<file path="src/rtl/cmd_fetch.sv">
// Command fetch engine: sequentially fetches command words from a memory,
// follows jump opcodes, wraps after the last address and flags ack timeouts.
module cmd_fetch #(
   parameter int unsigned ADDR_W  = 4,
   parameter int unsigned MAX_ADR = 4,
   parameter logic [5:0]  JMP_OPC = 6'b111111,
   parameter int unsigned TIMEOUT = 8
) (
   input  logic              clk,
   input  logic              rst_n,
   input  logic              start,
   input  logic              stop,
   output logic              mem_req,
   output logic [ADDR_W-1:0] mem_adr,
   input  logic [31:0]       mem_cmd,
   input  logic              mem_ack,
   output logic [31:0]       instr,
   output logic [5:0]        opcode,
   output logic [4:0]        rd,
   output logic              instr_valid,
   input  logic              instr_ready,
   output logic [ADDR_W-1:0] pc,
   output logic              busy,
   output logic              err,
   output logic [15:0]       fetch_cnt
);

   localparam int unsigned TMO_W = (TIMEOUT < 2) ? 1 : $clog2(TIMEOUT);

   localparam logic [TMO_W-1:0]  TMO_LAST = TMO_W'(TIMEOUT - 1);
   localparam logic [ADDR_W-1:0] ADR_LAST = ADDR_W'(MAX_ADR);

   localparam logic [1:0] S_IDLE = 2'd0;
   localparam logic [1:0] S_REQ  = 2'd1;
   localparam logic [1:0] S_WAIT = 2'd2;
   localparam logic [1:0] S_OUT  = 2'd3;

   logic [1:0]        state;
   logic [1:0]        state_nxt;
   logic [TMO_W-1:0]  tmo_cnt;
   logic [TMO_W-1:0]  tmo_nxt;
   logic [ADDR_W-1:0] pc_nxt;
   logic [ADDR_W-1:0] adr_nxt;
   logic [31:0]       instr_nxt;
   logic              valid_nxt;
   logic              err_nxt;
   logic [15:0]       cnt_nxt;
   logic              req_nxt;
   logic              busy_nxt;

   // Next-state and next-output computation; every output is registered below.
   always_comb begin
      state_nxt = state;
      tmo_nxt   = tmo_cnt;
      pc_nxt    = pc;
      adr_nxt   = mem_adr;
      instr_nxt = instr;
      valid_nxt = instr_valid;
      err_nxt   = err;
      cnt_nxt   = fetch_cnt;

      case (state)
         S_IDLE: begin
            if (start) begin
               pc_nxt    = '0;
               err_nxt   = 1'b0;
               state_nxt = S_REQ;
            end
         end
         S_REQ: begin
            tmo_nxt   = '0;
            state_nxt = S_WAIT;
         end
         S_WAIT: begin
            if (mem_ack) begin
               instr_nxt = mem_cmd;
               valid_nxt = 1'b1;
               state_nxt = S_OUT;
            end else if (tmo_cnt == TMO_LAST) begin
               err_nxt   = 1'b1;
               tmo_nxt   = '0;
               state_nxt = S_IDLE;
            end else begin
               tmo_nxt = tmo_cnt + TMO_W'(1);
            end
         end
         S_OUT: begin
            if (instr_valid && instr_ready) begin
               valid_nxt = 1'b0;
               cnt_nxt   = fetch_cnt + 16'd1;
               if (opcode == JMP_OPC) begin
                  pc_nxt = instr[ADDR_W-1:0];
               end else if (pc == ADR_LAST) begin
                  pc_nxt = '0;
               end else begin
                  pc_nxt = pc + ADDR_W'(1);
               end
               state_nxt = stop ? S_IDLE : S_REQ;
            end
         end
         default: begin
            state_nxt = S_IDLE;
         end
      endcase

      // The request address is launched together with the strobe
      if (state_nxt == S_REQ) begin
         adr_nxt = pc_nxt;
      end
      req_nxt  = (state_nxt == S_REQ);
      busy_nxt = (state_nxt != S_IDLE);
   end

   // State and output registers with asynchronous clear.
   always_ff @(posedge clk or negedge rst_n) begin
      if (!rst_n) begin
         state       <= S_IDLE;
         tmo_cnt     <= '0;
         mem_req     <= 1'b0;
         mem_adr     <= '0;
         instr       <= '0;
         opcode      <= '0;
         rd          <= '0;
         instr_valid <= 1'b0;
         pc          <= '0;
         busy        <= 1'b0;
         err         <= 1'b0;
         fetch_cnt   <= '0;
      end else begin
         state       <= state_nxt;
         tmo_cnt     <= tmo_nxt;
         mem_req     <= req_nxt;
         mem_adr     <= adr_nxt;
         instr       <= instr_nxt;
         opcode      <= instr_nxt[31:26];
         rd          <= instr_nxt[25:21];
         instr_valid <= valid_nxt;
         pc          <= pc_nxt;
         busy        <= busy_nxt;
         err         <= err_nxt;
         fetch_cnt   <= cnt_nxt;
      end
   end

endmodule
</file>
<file path="config.mk">
export PLATFORM = sky130hd
export DESIGN_NAME = cmd_fetch
export DESIGN_NICKNAME = d
export VERILOG_FILES = /design/src/rtl/cmd_fetch.sv
export SDC_FILE = /design/constraint.sdc
export NUM_CORES = 1
export LEC_CHECK = 0
export ABC_AREA = 1
export CORE_MARGIN = 2
export CORE_UTILIZATION = 35
export DETAILED_ROUTE_END_ITERATION = 10
export PLACE_DENSITY_LB_ADDON = 0.15
export SYNTH_ARGS = -nofsm -noshare
export SYNTH_HDL_FRONTEND = slang
export SYNTH_SLANG_ARGS = --single-unit
</file>
<file path="constraint.sdc">
create_clock -name clk -period 1.45 [get_ports clk]
set_input_delay 0.2175 -clock clk [delete_from_list [all_inputs] [get_ports clk]]
set_output_delay 0.2175 -clock clk [all_outputs]
set_load 0.005 [all_outputs]
</file>
; ---- Word level (Yosys, flattened, before mapping)
; Cells that the tools add are included.
[totals]
reg_bits = 76
in_bits = 38
out_inout_bits = 71
wordCells = 62
[classes]
n_addsub = 3
n_eq_ne = 12
muxes = 23
n_reduce_logical = 11
[op_table]
columns = operator, count
row1 = two-way mux 32 bit, 2
row2 = adder 16 x 1 -> 16 bit (second input constant), 1
row3 = two-way mux 4 bit, 4
row4 = inequality test 2 bit (second input constant), 5
row5 = two-way mux 2 bit, 4
row6 = case mux 2 bit (4 select lines), 1
row7 = case mux 4 bit (2 select lines), 1
row8 = nonzero test 2 bit, 4
row9 = == test 6 bit (second input constant), 1
row10 = two-way mux 1 bit, 6
row11 = two-way mux 3 bit, 2
row12 = case mux 3 bit (2 select lines), 1
row13 = AND reduction 2 bit, 3
row14 = adder 4 x 1 -> 4 bit (second input constant), 1
row15 = == test 2 x 1 -> 1 bit (second input constant), 2
row16 = == test 2 bit (second input constant), 2
row17 = == test 4 x 3 -> 1 bit (second input constant), 1
row18 = case mux 1 bit (2 select lines), 2
row19 = AND reduction 4 bit, 1
row20 = adder 3 x 1 -> 3 bit (second input constant), 1
row21 = == test 3 bit (second input constant), 1
row22 = AND reduction 3 bit, 1
row23 = zero test 2 bit, 1
row24 = logical AND 1 bit, 1

; ---- Logic depth before layout (Yosys ltp)
; Gate-level depths: netlist (run 1).
[depth]
depth_word = 5
depth_mapped = 12
ltp_nobuf = 12

; ---- Least setup slack after synthesis (run 1)
; Ideal clock, no wire load.
[synth_timing]
path_kind = reg2reg
from = register state[0]
to = register mem_adr[1]
setup_ns = 0.065
arrival_ns = 1.473
t_required_ns = 1.385
slack_ns = -0.088
path_stages_with_launch = 11
path_buffers = 1
period_less_slack_ns = 1.538
cell_sequence = dfrtp_1 > inv_1 > ha_1 > buf_2 > nand2_4 > inv_2 > o21ai_1 > nand2_2 > nor2_4 > nand2_1 > nand2_1
[synth_between]
word_cells_on_any_way = 11
classes_between = eq/ne: 4 / mux: 6 / reduce/logical: 1
[synth_lines]
columns = element, line
row1 = "start, declared", 38  ; logic [1:0] state;
row2 = "start signal, assigned", 130  ; state <= state_nxt;
row3 = "== test 2 bit, or another cell as far along", 62  ; case (state)
row4 = case mux 2 bit (4 select lines) (*), 62
row5 = named net state_nxt[1], 39  ; logic [1:0] state_nxt;
row6 = == test 2 x 1 -> 1 bit (*), -
row7 = named net req_nxt, 48  ; logic req_nxt;
row8 = "end signal, assigned", 133  ; mem_adr <= adr_nxt;
row9 = "end, declared", 14  ; output logic [ADDR_W-1:0] mem_adr,
; The timed path passes the listed nets; every way through them passes the cells marked *.
; A chain may end at the register's enable or synchronous reset.

; ---- Worst setup path in the final report (run 1)
[layout_timing]
from = register state[1]
to = register mem_adr[1]
[layout_between]
elab_chain_cells = 4
word_cells_on_any_way = 11
classes_between = eq/ne: 4 / mux: 6 / reduce/logical: 1
[layout_rtl]
columns = element, line
row1 = two-way mux 2 bit, 79  ; end else if (tmo_cnt == TMO_LAST) begin
row2 = two-way mux 2 bit, 75  ; if (mem_ack) begin
row3 = case mux 2 bit (4 select lines) (*), 62
row4 = named net state_nxt[1], 39
row5 = == test 2 x 1 -> 1 bit (*), -
row6 = named net req_nxt, 48
; Marks and branches as above.

==> results of run 1 <==
-- power groups by stage --
stage	logic (mW)	registers, mW	clock network [mW]
finish	3.82	2.77	1.35
global route	4.21	2.86	1.48
CTS	3.66	2.77	1.40
detailed placement	3.32	2.84	0
global placement	3.28	2.84	0
floorplan	1.50	2.84	0
-- worst max-delay path by stage --
stage	from	to	slack (ns)	cells after the start
final	state[1]$_DFF_PN0_	mem_adr[1]$_DFFE_PN0N_	-0.07	11
after global routing	state[1]$_DFF_PN0_	mem_adr[2]$_DFFE_PN0N_	-0.16	11
after CTS	state[1]$_DFF_PN0_	fetch_cnt[15]$_DFFE_PN0P_	-0.04	8
after detailed placement	instr_ready	fetch_cnt[15]$_DFFE_PN0P_	-0.22	8
after global placement	instr_ready	fetch_cnt[15]$_DFFE_PN0P_	-0.20	8
after floorplan	state[0]$_DFF_PN0_	fetch_cnt[14]$_DFFE_PN0P_	-0.03	10
-- logic make-up after synthesis --
logic type | Yosys count | share of synthesized area, %
simple gates | 194 | 28.4
fa+ha+maj | 9 | 3.69
compound gates | 21 | 3.86
xor+xnor | 12 | 3.69
flops | 65 | 53.4
buf+inv | 42 | 6.57
mux | 1 | 0.369
-- flip-flops by register name, summed over array words and instances (netlist names) --
name and count:
busy 1, err 1, fetch_cnt 16, instr 23, instr_valid 1, mem_adr 4
mem_req 1, opcode 5, pc 4, rd 4, state 2, tmo_cnt 3
-- final cells by class --
cell class	count	share of cell area [%]
repair buffers	173	32.2
clock buffers	9	2.47
clock inverters	7	0.924
flip-flops and latches	65	32.6
well taps	108	2.70
inverters	24	1.95
multi-input cells	237	27.2
-- critical path: stages (launching register included) --
cell and delay (ns):
dfrtp_2 0.47, inv_2 0.11, ha_4 0.15, inv_4 0.05, buf_6 0.12, nand2_2 0.05, nand2_2 0.06, nand2_4 0.07
nand2_4 0.08, nor2_4 0.18, nand2_1 0.07, nand2_1 0.06
-- cells in the mapped netlist --
cell type  count
nor2_4         5
nand3_2        2
o21ai_0        7
o21a_1         1
buf_2          1
o31ai_1        1
nor2_8         1
xor2_1         8
nor2_2         2
nand2_1      151
o21ai_1        8
a21oi_1        2
nand2_4        3
nand4_1        2
nand3_1       12
dfrtp_1       65
xor2_2         1
clkbuf_1       6
nand2_2        4
nor3_1         1
inv_2          1
nand3_4        1
mux2_2         1
nor2_1        10
o2111ai_1      1
o22a_1         1
xnor2_1        3
buf_4         11
ha_1           9
inv_1         23
-- cells in the final DEF (no fill, tap or decap), drive strengths merged, types with 9 or more instances in the layout --
cell type / count
nand2: 158
dfrtp: 65
buf: 65
clkdlybuf4s50: 45
dlygate4sd2: 41
inv: 25
dlymetal6s2s: 21
nor2: 18
nand3: 15
o21ai: 15
clkbuf: 9
xor2: 9
ha: 9
-- timing repair --
action | CTS | global route
gates cloned | 0 | 0
buffers inserted | 30 | 8
pin swaps | 13 | 15
hold endpoints to repair | 15 | 0
resized for setup | 65 | 35
setup endpoints to repair | 71 | 81
hold buffers | 1 | 0
-- per-layer routing --
metal	GRT usage, %	up-vias	part of all wire, %
li1	-	1388	-
met1	20.5	1278	44
met5	0	-	0
met4	8.55	0	2.4
met2	27.9	71	49
met3	4.24	12	5.1
==> metrics.md, run 1 <==
| Metric | Value |
|---|---|
| Outcome | complete, but fails checks |
| Failing checks | negative setup slack |
| Power Dens Cells | 1590 nW/µm² |
| Gate Count Post-Synth | 344 |
| Worst Path Arrival | 1.80 ns |
| DR iter-0 viols | 66 |
| Final Cycle Share | 105% |
| P_int | 5.09 mW |
| Synth Net Count | 391 |
| Part of the power in registers | 34.9% |
| # diodes | 0 |
| Maxcap violations | 0 |
| Area of the multi-input gates | 1360 µm² |
| Critical Path RT | 1.73 ns |
| 1st-pass router iterations | 5 |
| Worst Slack Setup Final | -0.0733 ns |
| Routed WL | 7820 µm |
| Final setup violation count | 7 |
| Top-area cell type share of the netlist area | 53.4% |
| CTS Buffer Depth | 2 |
| R2r setup slk | -0.07 ns |
| Fillers | 776 |
| Area contributors post-synth | dfrtp_1 53%, nand2_1 19%, ha_1 3.7% |
| Yosys warnings | 0 |
| FF/Latch Area | 1630 µm² |
| # port buffers | 108 |
| Initial antenna violation count | 0 |
| Die Ht | 97.3 µm |
| Die width | 97.3 µm |
| Final hold vios | 0 |
| Vias per cell | 4.41 |
| RSZ-0062 raised after global routing | yes |
| Crit Path Max Fanout | 6 |
| Synthesized area per cell | 8.86 µm² |
| Share of cells above drive strength 1 | 25.6% |
| Leakage power | 2.89 nW |
| Final Util | 58.3% |
| Synth area leader | dfrtp_1 |
| Worst setup SP type | register |
| Placed cells | 568 |
| Max IR drop VDD | 717 µV |
| Via count | 2749 |
| Number of clock sinks | 65 |
| Synth cell types | 30 |
| Core area | 8590 µm² |
| Placer Congestion | 0.873 |
| Largest net degree at the start of global routing | 33 |
| Slew Viols, Final | 0 |
| First-pass GRT wire length | 13000 µm |
| Number of global-route vias before repair | 2777 |
| Total grt overflow | 0 |
| Num CTS Buffers | 9 |
| Worst Skew | 0.0125 ns |
| Finished Cell Area | 5010 µm² |
| Synthesis-stage register bit count | 65 |
| Worst-Margin Slew | 0.489 ns |
| Power share of the clock group | 17.0% |
| Tightest Hold Check Type | in -> async |
| Total Power | 7.94 mW |
| Max Freq | 0.656 GHz |
| CTS tree | built |
| Area Overhead vs Synth | 64.4% |
| Ports | 109 |
| Synthesized area | 3050 µm² |
| Crit Path Category | reg -> reg |
| R2R cell count | 11 |
| DR WL/cell | 12.6 µm |
| Die ar. | 9470 µm² |
| Setup TNS | -0.346 ns |
| Final nets | 557 |
| Minimum clock period | 1.52 ns |
| Sequential area share after synthesis | 53.4% |
| Reg2Reg Launch Point | state[1]$_DFF_PN0_ |
| Non-Filler Instances | 623 |
| Place WS | -0.222 ns |
| Sw Share | 35.9% |
| Placed Area | 4410 µm² |
| Antenna viol nets, final | 0 |
| Comb pwr share | 48.1% |
| # DRC | 0 |
| Clock Latency Late Sink | 0.35 ns |
| CTS clk-pin slew, worst paths | 0.08 ns |
| Slew headroom | 67.4% |
| H-tree depth | 3 |
| Root Driver | clkbuf_8 |
| Dpl hpwl | 5230 µm |
| FF-to-FF End | mem_adr[1]$_DFFE_PN0N_ |
| GRT Overall Usage | 16.9% |
| WHS | 0.357 ns |
| Net Sw Power | 2.85 mW |
| Initial Util | 35.5% |
| # rows | 34 |
| Setup crit end kind | register |
(Power assumes the default switching activity.)
==> run 2: changes to the inputs <==
- SKIP_CTS_REPAIR_TIMING: unset -> 1
- clock period: 1.45 -> 1.83 ns (I/O delays scaled with it)
==> run 2 against run 1 <==
The flow now finishes without violations; setup slack improved by 0.25 ns; sequential power decreased by 19%; non-clock buffer count shrank 59; first-iteration DRC count increased by 130%; global-route usage down 1.1 points; sequential share of layout area rose by 4.4 points; clock power is 23% lower; maximum frequency fell by 8.0%; clock skew fell by 0.0037 ns; critical endpoint is now mem_adr[2]$_DFFE_PN0N_; highest routed layer unchanged.
==> metrics.md, run 2 (synthesis gave the netlist of run 1 again) <==
| Metric | Value |
|---|---|
| Outcome | finished clean |
| Placer Congestion | 0.849 (-2.8%) |
| Share of cells above drive strength 1 | 9.01% (-17 points) |
| # rows | 34 (unchanged) |
| CTS tree | built |
| Antenna viol nets, final | 0 (unchanged) |
| CTS clk-pin slew, worst paths | 0.07 ns (about the same) |
| Final hold vios | 0 (unchanged) |
| Place WS | 0.0466 ns (+0.269 ns) |
| Most used cell, CP | nand2_1 |
| Kind of cell adding the most delay to the critical path | simple AND/OR/NAND/NOR gates |
| Final Cycle Share | 90.4% (-15 points) |
| Ports | 109 (unchanged) |
| Core area | 8590 µm² (unchanged) |
| Setup crit end kind | register |
| RSZ-0062 raised after global routing | no |
| Worst Slack Setup Final | 0.175 ns (+0.248 ns) |
| Sw Share | 33.9% (-2.0 points) |
| Worst Path Arrival | 1.93 ns (+0.13 ns) |
| Setup TNS | 0 ns (+0.346 ns) |
| Comb pwr share | 42.4% (-5.7 points) |
| Vias per cell | 4.43 (+0.39%) |
| Die width | 97.3 µm (unchanged) |
| Worst-Margin Slew | 0.360 ns (-0.128 ns) |
| Initial Util | 35.5% (unchanged) |
| Max Freq | 0.604 GHz (-8.0%) |
| Minimum clock period | 1.66 ns (+0.132 ns) |
| Die ar. | 9470 µm² (unchanged) |
| Part of the power in registers | 39.3% (+4.4 points) |
| Critical Path RT | 2.10 ns (+0.37 ns) |
| Crit Path Category | reg -> reg |
| # DRC | 0 (unchanged) |
| DR WL/cell | 12.3 µm (-1.6%) |
| Final setup violation count | 0 (-7) |
| Dpl hpwl | 4920 µm (-6.0%) |
| Clock Latency Late Sink | 0.33 ns (-0.02 ns) |
| Slew Viols, Final | 0 (unchanged) |
| Max IR drop VDD | 562 µV (-22%) |
| Leakage power | 2.21 nW (-24%) |
| Placed cells | 547 (-3.7%) |
| Max reg flops | 23 (unchanged) |
| P_int | 3.78 mW (-26%) |
| Final nets | 498 (-11%) |
| Most common cell after layout, fill and taps aside | nand2_1 |
| Number of global-route vias before repair | 2581 (-7.1%) |
| Total grt overflow | 0 (unchanged) |
| Largest net degree at the start of global routing | 66 (+100%) |
| CTS Buffer Depth | 2 (unchanged) |
| Crit-path max cell delay | 0.40 ns (-0.07 ns) |
| Power share of the clock group | 18.3% (+1.3 points) |
| Non-Filler Instances | 563 (-9.6%) |
| Routed WL | 6950 µm (-11%) |
| Initial antenna violation count | 0 (unchanged) |
| Worst setup SP type | register |
| 1st-pass router iterations | 4 (-1) |
| Slew headroom | 76.0% (+8.6 points) |
| Total Power | 5.72 mW (-28%) |
| Via count | 2494 (-9.3%) |
| Area Overhead vs Synth | 44.3% |
| Crit path buffers/inverters | 2 (-1) |
| Tightest Hold Check Type | in -> reg |
| # port buffers | 108 (unchanged) |
| # diodes | 0 (unchanged) |
| Slowest CP cell | dfrtp_1 |
| Crit path cell chain | inv_1 > ha_1 > nand2_4 > inv_2 > o21ai_1 > nand2_2 > nor2_4 > nand2_1 > nand2_1 |
| WHS | 0.471 ns (+0.114 ns) |
| Power Dens Cells | 1300 nW/µm² (-18%) |
| Top reg by flops | instr |
| GRT Overall Usage | 15.7% (-1.1 points) |
| Root Driver | clkbuf_8 |
| Worst Skew | 0.00887 ns (-0.00366 ns) |
| Num CTS Buffers | 9 (unchanged) |
| Leading registers by flop count | instr (23), fetch_cnt (16), opcode (5) |
| Maxcap violations | 0 (unchanged) |
| First-pass GRT wire length | 12200 µm (-6.2%) |
| Commonest non-fill, non-tap cells in the layout | 151 x nand2_1, 107 x clkdlybuf4s50_1, 65 x dfrtp_1, 23 x inv_1, 12 x nand3_1 |
| Die Ht | 97.3 µm (unchanged) |
| Net Sw Power | 1.94 mW (-32%) |
| H-tree depth | 3 (unchanged) |
| Number of clock sinks | 65 (unchanged) |
| DR iter-0 viols | 151 (+130%) |
| Crit Path Max Fanout | 6 (unchanged) |
-- run 2: cell count changes in the layout (fill, tap and decap cells not counted), sizes merged --
cell           previous run  this run
clkbuf                    9        12
dlymetal6s2s             21         0
dlygate4sd2              41         0
clkinv                    3         2
clkinvlp                  3         1
inv                      25        24
buf                      65         6
clkdlybuf4s50            45       107
-- run 2: path summary, 6_finish.rpt --
check / slack [ns] / cells past startpoint / from / endpoint
min: 0.47 / 3 / mem_cmd[24] / rd[3]$_DFFE_PN0P_
min reg2reg: 0.48 / 2 / instr[11]$_DFFE_PN0P_ / instr[11]$_DFFE_PN0P_
max: 0.17 / 9 / state[0]$_DFF_PN0_ / mem_adr[2]$_DFFE_PN0N_
max in group asynchronous: 1.05 / 3 / rst_n / instr[25]$_DFFE_PN0P_
max reg2reg: 0.17 / 9 / state[0]$_DFF_PN0_ / mem_adr[2]$_DFFE_PN0N_
min in group asynchronous: 0.49 / 3 / rst_n / err$_DFFE_PN0P_
-- run 2: routing by layer --
metal | track usage (%) | wire length (µm) | part of all wire, % | vias up
li1 | - | - | - | 1266
met1 | 19.5 | 3050 | 44 | 1151
met2 | 25.6 | 3280 | 47 | 66
met3 | 5.18 | 504 | 7.2 | 11
met4 | 6.09 | 115 | 1.7 | 0
met5 | 0 | 0 | 0 | -
-- run 2: area by class of cell --
type | count | area, µm²
flip-flops and latches | 65 | 1630
multi-input cells | 237 | 1220
inverters | 24 | 90.1
well taps | 108 | 135
repair buffers | 114 | 1160
fillers | 826 | 4190
clock inverters | 3 | 17.5
clock buffers | 12 | 145
-- run 2: power by group through the flow --
stage	Clock [mW]	Sequential, mW	Combinational (mW)
final	1.04	2.25	2.43
after global routing	1.16	2.31	2.71
after CTS	1.10	2.25	2.47
after detailed placement	0	2.26	2.46
after global placement	0	2.26	2.42
after floorplan	0	2.25	1.14
-- run 2: per-stage QoR --
step | cell area, µm² | util, %
6_report | 4400 | 51.2
5_1_grt | 4400 | 51.2
4_1_cts | 4390 | 51.0
3_5_place_dp | 4220 | 49.2
3_3_place_gp | 4220 | 49.2
2_1_floorplan | 3050 | -
-- run 2: worst reg2reg max path, cell delays in order (launching register included) --
cell and delay [ns]:
dfrtp_1 0.40, inv_1 0.10, ha_1 0.28, nand2_4 0.13, inv_2 0.06, o21ai_1 0.21
nand2_2 0.15, nor2_4 0.15, nand2_1 0.07, nand2_1 0.06
==> run 3: changes to the inputs <==
- PLACE_DENSITY: unset -> 0.73
- PLACE_DENSITY_LB_ADDON: 0.15 -> unset
- clock period: 1.83 -> 1.5 ns (I/O delays scaled with it)
==> run 3 against run 2 <==
The run now ends with negative setup slack left; hold slack lost 0.092 ns; via count grew 11%; final cell count grew 8.3%; sequential share of layout area shrank 4.6 points; first-iteration DRC count shrank 50%; largest power group unchanged; highest routed layer unchanged.
==> metrics.md, run 3 (synthesis gave the netlist of run 1 again) <==
| Metric | Value |
|---|---|
| Vias per cell | 4.52 (+2.0%) |
| Minimum clock period | 1.54 ns (-0.112 ns) |
| First-pass GRT wire length | 12400 µm (+2.2%) |
| Part of the power in registers | 33.4% (-5.9 points) |
| Failing checks | negative setup slack |
| Final hold vios | 0 (unchanged) |
| Via count | 2756 (+11%) |
| Sw Share | 33.2% (-0.75 points) |
| Crit path cell chain | ha_4 > nand3_4 > nor2_4 > nand2_4 > nor2_4 > nand2_4 > nor2_8 > nand2_2 > nand2_1 > nand2_1 |
| Slowest CP cell | dfrtp_2 |
| Crit Path Category | reg -> reg |
| Non-Filler Instances | 610 (+8.3%) |
| Fillers | 734 (-11%) |
| H-tree depth | 3 (unchanged) |
| # DRC | 0 (unchanged) |
| R2r setup slk | -0.04 ns (-0.22 ns) |
| Comb pwr share | 44.4% (+2.0 points) |
| Total grt overflow | 0 (unchanged) |
| P_int | 5.52 mW (+46%) |
| Tightest Hold Check Type | in -> async |
| Slew headroom | 67.3% (-8.7 points) |
| Max IR drop VDD | 825 µV (+47%) |
| Number of global-route vias before repair | 2773 (+7.4%) |
| Ports | 109 (unchanged) |
| GRT Overall Usage | 16.0% (+0.28 points) |
| Largest net degree at the start of global routing | 37 (-44%) |
| Commonest non-fill, non-tap cells in the layout | 143 x nand2_1, 70 x clkdlybuf4s50_1, 56 x dfrtp_1, 46 x buf_4, 37 x dlymetal6s2s_1 |
| Worst-Margin Slew | 0.491 ns (+0.131 ns) |
| CTS clk-pin slew, worst paths | 0.08 ns (about the same) |
| Share of cells above drive strength 1 | 23.9% (+15 points) |
| Worst Skew | 0.0100 ns (+0.00116 ns) |
| Antenna viol nets, final | 0 (unchanged) |
| CTS tree | built |
| Placer Congestion | 0.872 (+2.7%) |
| # port buffers | 108 (unchanged) |
| DR iter-0 viols | 75 (-50%) |
| Worst Slack Setup Final | -0.0432 ns (-0.218 ns) |
| FF-to-FF End | fetch_cnt[14]$_DFFE_PN0P_ |
| CTS Buffer Depth | 2 (unchanged) |
| RSZ-0062 raised after global routing | yes |
| Dpl hpwl | 5320 µm (+8.3%) |
| Max reg flops | 23 (unchanged) |
| Kind of cell adding the most delay to the critical path | simple AND/OR/NAND/NOR gates |
| Die ar. | 9470 µm² (unchanged) |
| 1st-pass router iterations | 4 (unchanged) |
| Die width | 97.3 µm (unchanged) |
| Clock Latency Late Sink | 0.34 ns (about the same) |
| Routed WL | 7940 µm (+14%) |
| Maxcap violations | 0 (unchanged) |
| Top reg by flops | instr |
| Worst setup SP type | register |
| Num CTS Buffers | 9 (unchanged) |
| Final nets | 544 (+9.2%) |
| Die Ht | 97.3 µm (unchanged) |
| Area Overhead vs Synth | 66.0% |
| Setup crit end kind | register |
| Worst Path Arrival | 1.78 ns (-0.15 ns) |
| Crit Path Max Fanout | 6 (unchanged) |
| Outcome | complete, but fails checks |
| Final Cycle Share | 103% (+12 points) |
| Most common cell after layout, fill and taps aside | nand2_1 |
| Power share of the clock group | 22.2% (+3.9 points) |
| Leakage power | 2.97 nW (+35%) |
| Leading registers by flop count | instr (23), fetch_cnt (16), opcode (5) |
| # diodes | 0 (unchanged) |
| # rows | 34 (unchanged) |
| Root Driver | clkbuf_8 |
| Reg2Reg Launch Point | state[0]$_DFF_PN0_ |
| Max Freq | 0.648 GHz (+7.3%) |
| Net Sw Power | 2.74 mW (+41%) |
| Power Dens Cells | 1630 nW/µm² (+26%) |
| Crit path buffers/inverters | 0 (-2) |
| Crit-path max cell delay | 0.45 ns (+0.05 ns) |
| Number of clock sinks | 65 (unchanged) |
| Initial antenna violation count | 0 (unchanged) |
| R2R cell count | 10 (+1) |
| Final Util | 58.9% (+7.7 points) |
| DR WL/cell | 13.0 µm (+5.4%) |
| Final setup violation count | 8 (+8) |
| Initial Util | 35.5% (unchanged) |
| Critical Path RT | 1.73 ns (-0.37 ns) |
| Core area | 8590 µm² (unchanged) |
| Placed cells | 561 (+2.6%) |
| Slew Viols, Final | 0 (unchanged) |
-- run 3: worst max path at each step --
| stage | endpoint | startpoint | depth (start not counted) | slack, ns |
|---|---|---|---|---|
| 6_report | fetch_cnt[14]$_DFFE_PN0P_ | state[0]$_DFF_PN0_ | 10 | -0.04 |
| 5_1_grt | fetch_cnt[14]$_DFFE_PN0P_ | state[1]$_DFF_PN0_ | 10 | -0.15 |
| 4_1_cts | mem_adr[2]$_DFFE_PN0N_ | state[0]$_DFF_PN0_ | 10 | -0.14 |
| 3_5_place_dp | fetch_cnt[15]$_DFFE_PN0P_ | instr_ready | 8 | -0.23 |
| 3_3_place_gp | fetch_cnt[14]$_DFFE_PN0P_ | instr_ready | 10 | -0.19 |
| 2_1_floorplan | fetch_cnt[14]$_DFFE_PN0P_ | state[0]$_DFF_PN0_ | 10 | 0.002 |
-- run 3: cell type report --
cell class,instances,area [µm²],area share (%)
clock buffers,10,128,2.52
repair buffers,160,1610,31.8
well taps,108,135,2.67
flip-flops and latches,65,1640,32.4
clock inverters,6,115,2.28
multi-input cells,237,1340,26.5
inverters,24,95.1,1.88
-- run 3: through the flow --
stage	area [µm²]	TNS, ns	hold slack, ns	worst slack [ns]	power (mW)
after CTS	4580	-1.86	-0.156	-0.139	7.79
after global placement	4330	-1.44	0.214	-0.186	5.81
final	5060	-0.166	0.379	-0.0432	8.27
after detailed placement	4330	-2.09	0.229	-0.234	5.90
after floorplan	3050	0	-0.0706	0.00153	4.16
after global routing	5060	-1.25	0.396	-0.153	8.81
-- run 3: metal layers --
| layer | vias up | wire length [µm] | global-route usage [%] |
|---|---|---|---|
| met5 | - | 0 | 0 |
| met4 | 0 | 146 | 6.41 |
| met3 | 13 | 387 | 3.88 |
| met2 | 71 | 4010 | 27.5 |
| met1 | 1315 | 3390 | 19.4 |
| li1 | 1357 | - | - |
-- run 3: power groups by stage --
stage	clock network [mW]	logic, mW	registers (mW)
after floorplan	0	1.41	2.75
after global placement	0	3.07	2.75
after detailed placement	0	3.14	2.76
after CTS	1.89	3.15	2.74
after global routing	1.96	4.02	2.83
final	1.84	3.67	2.76
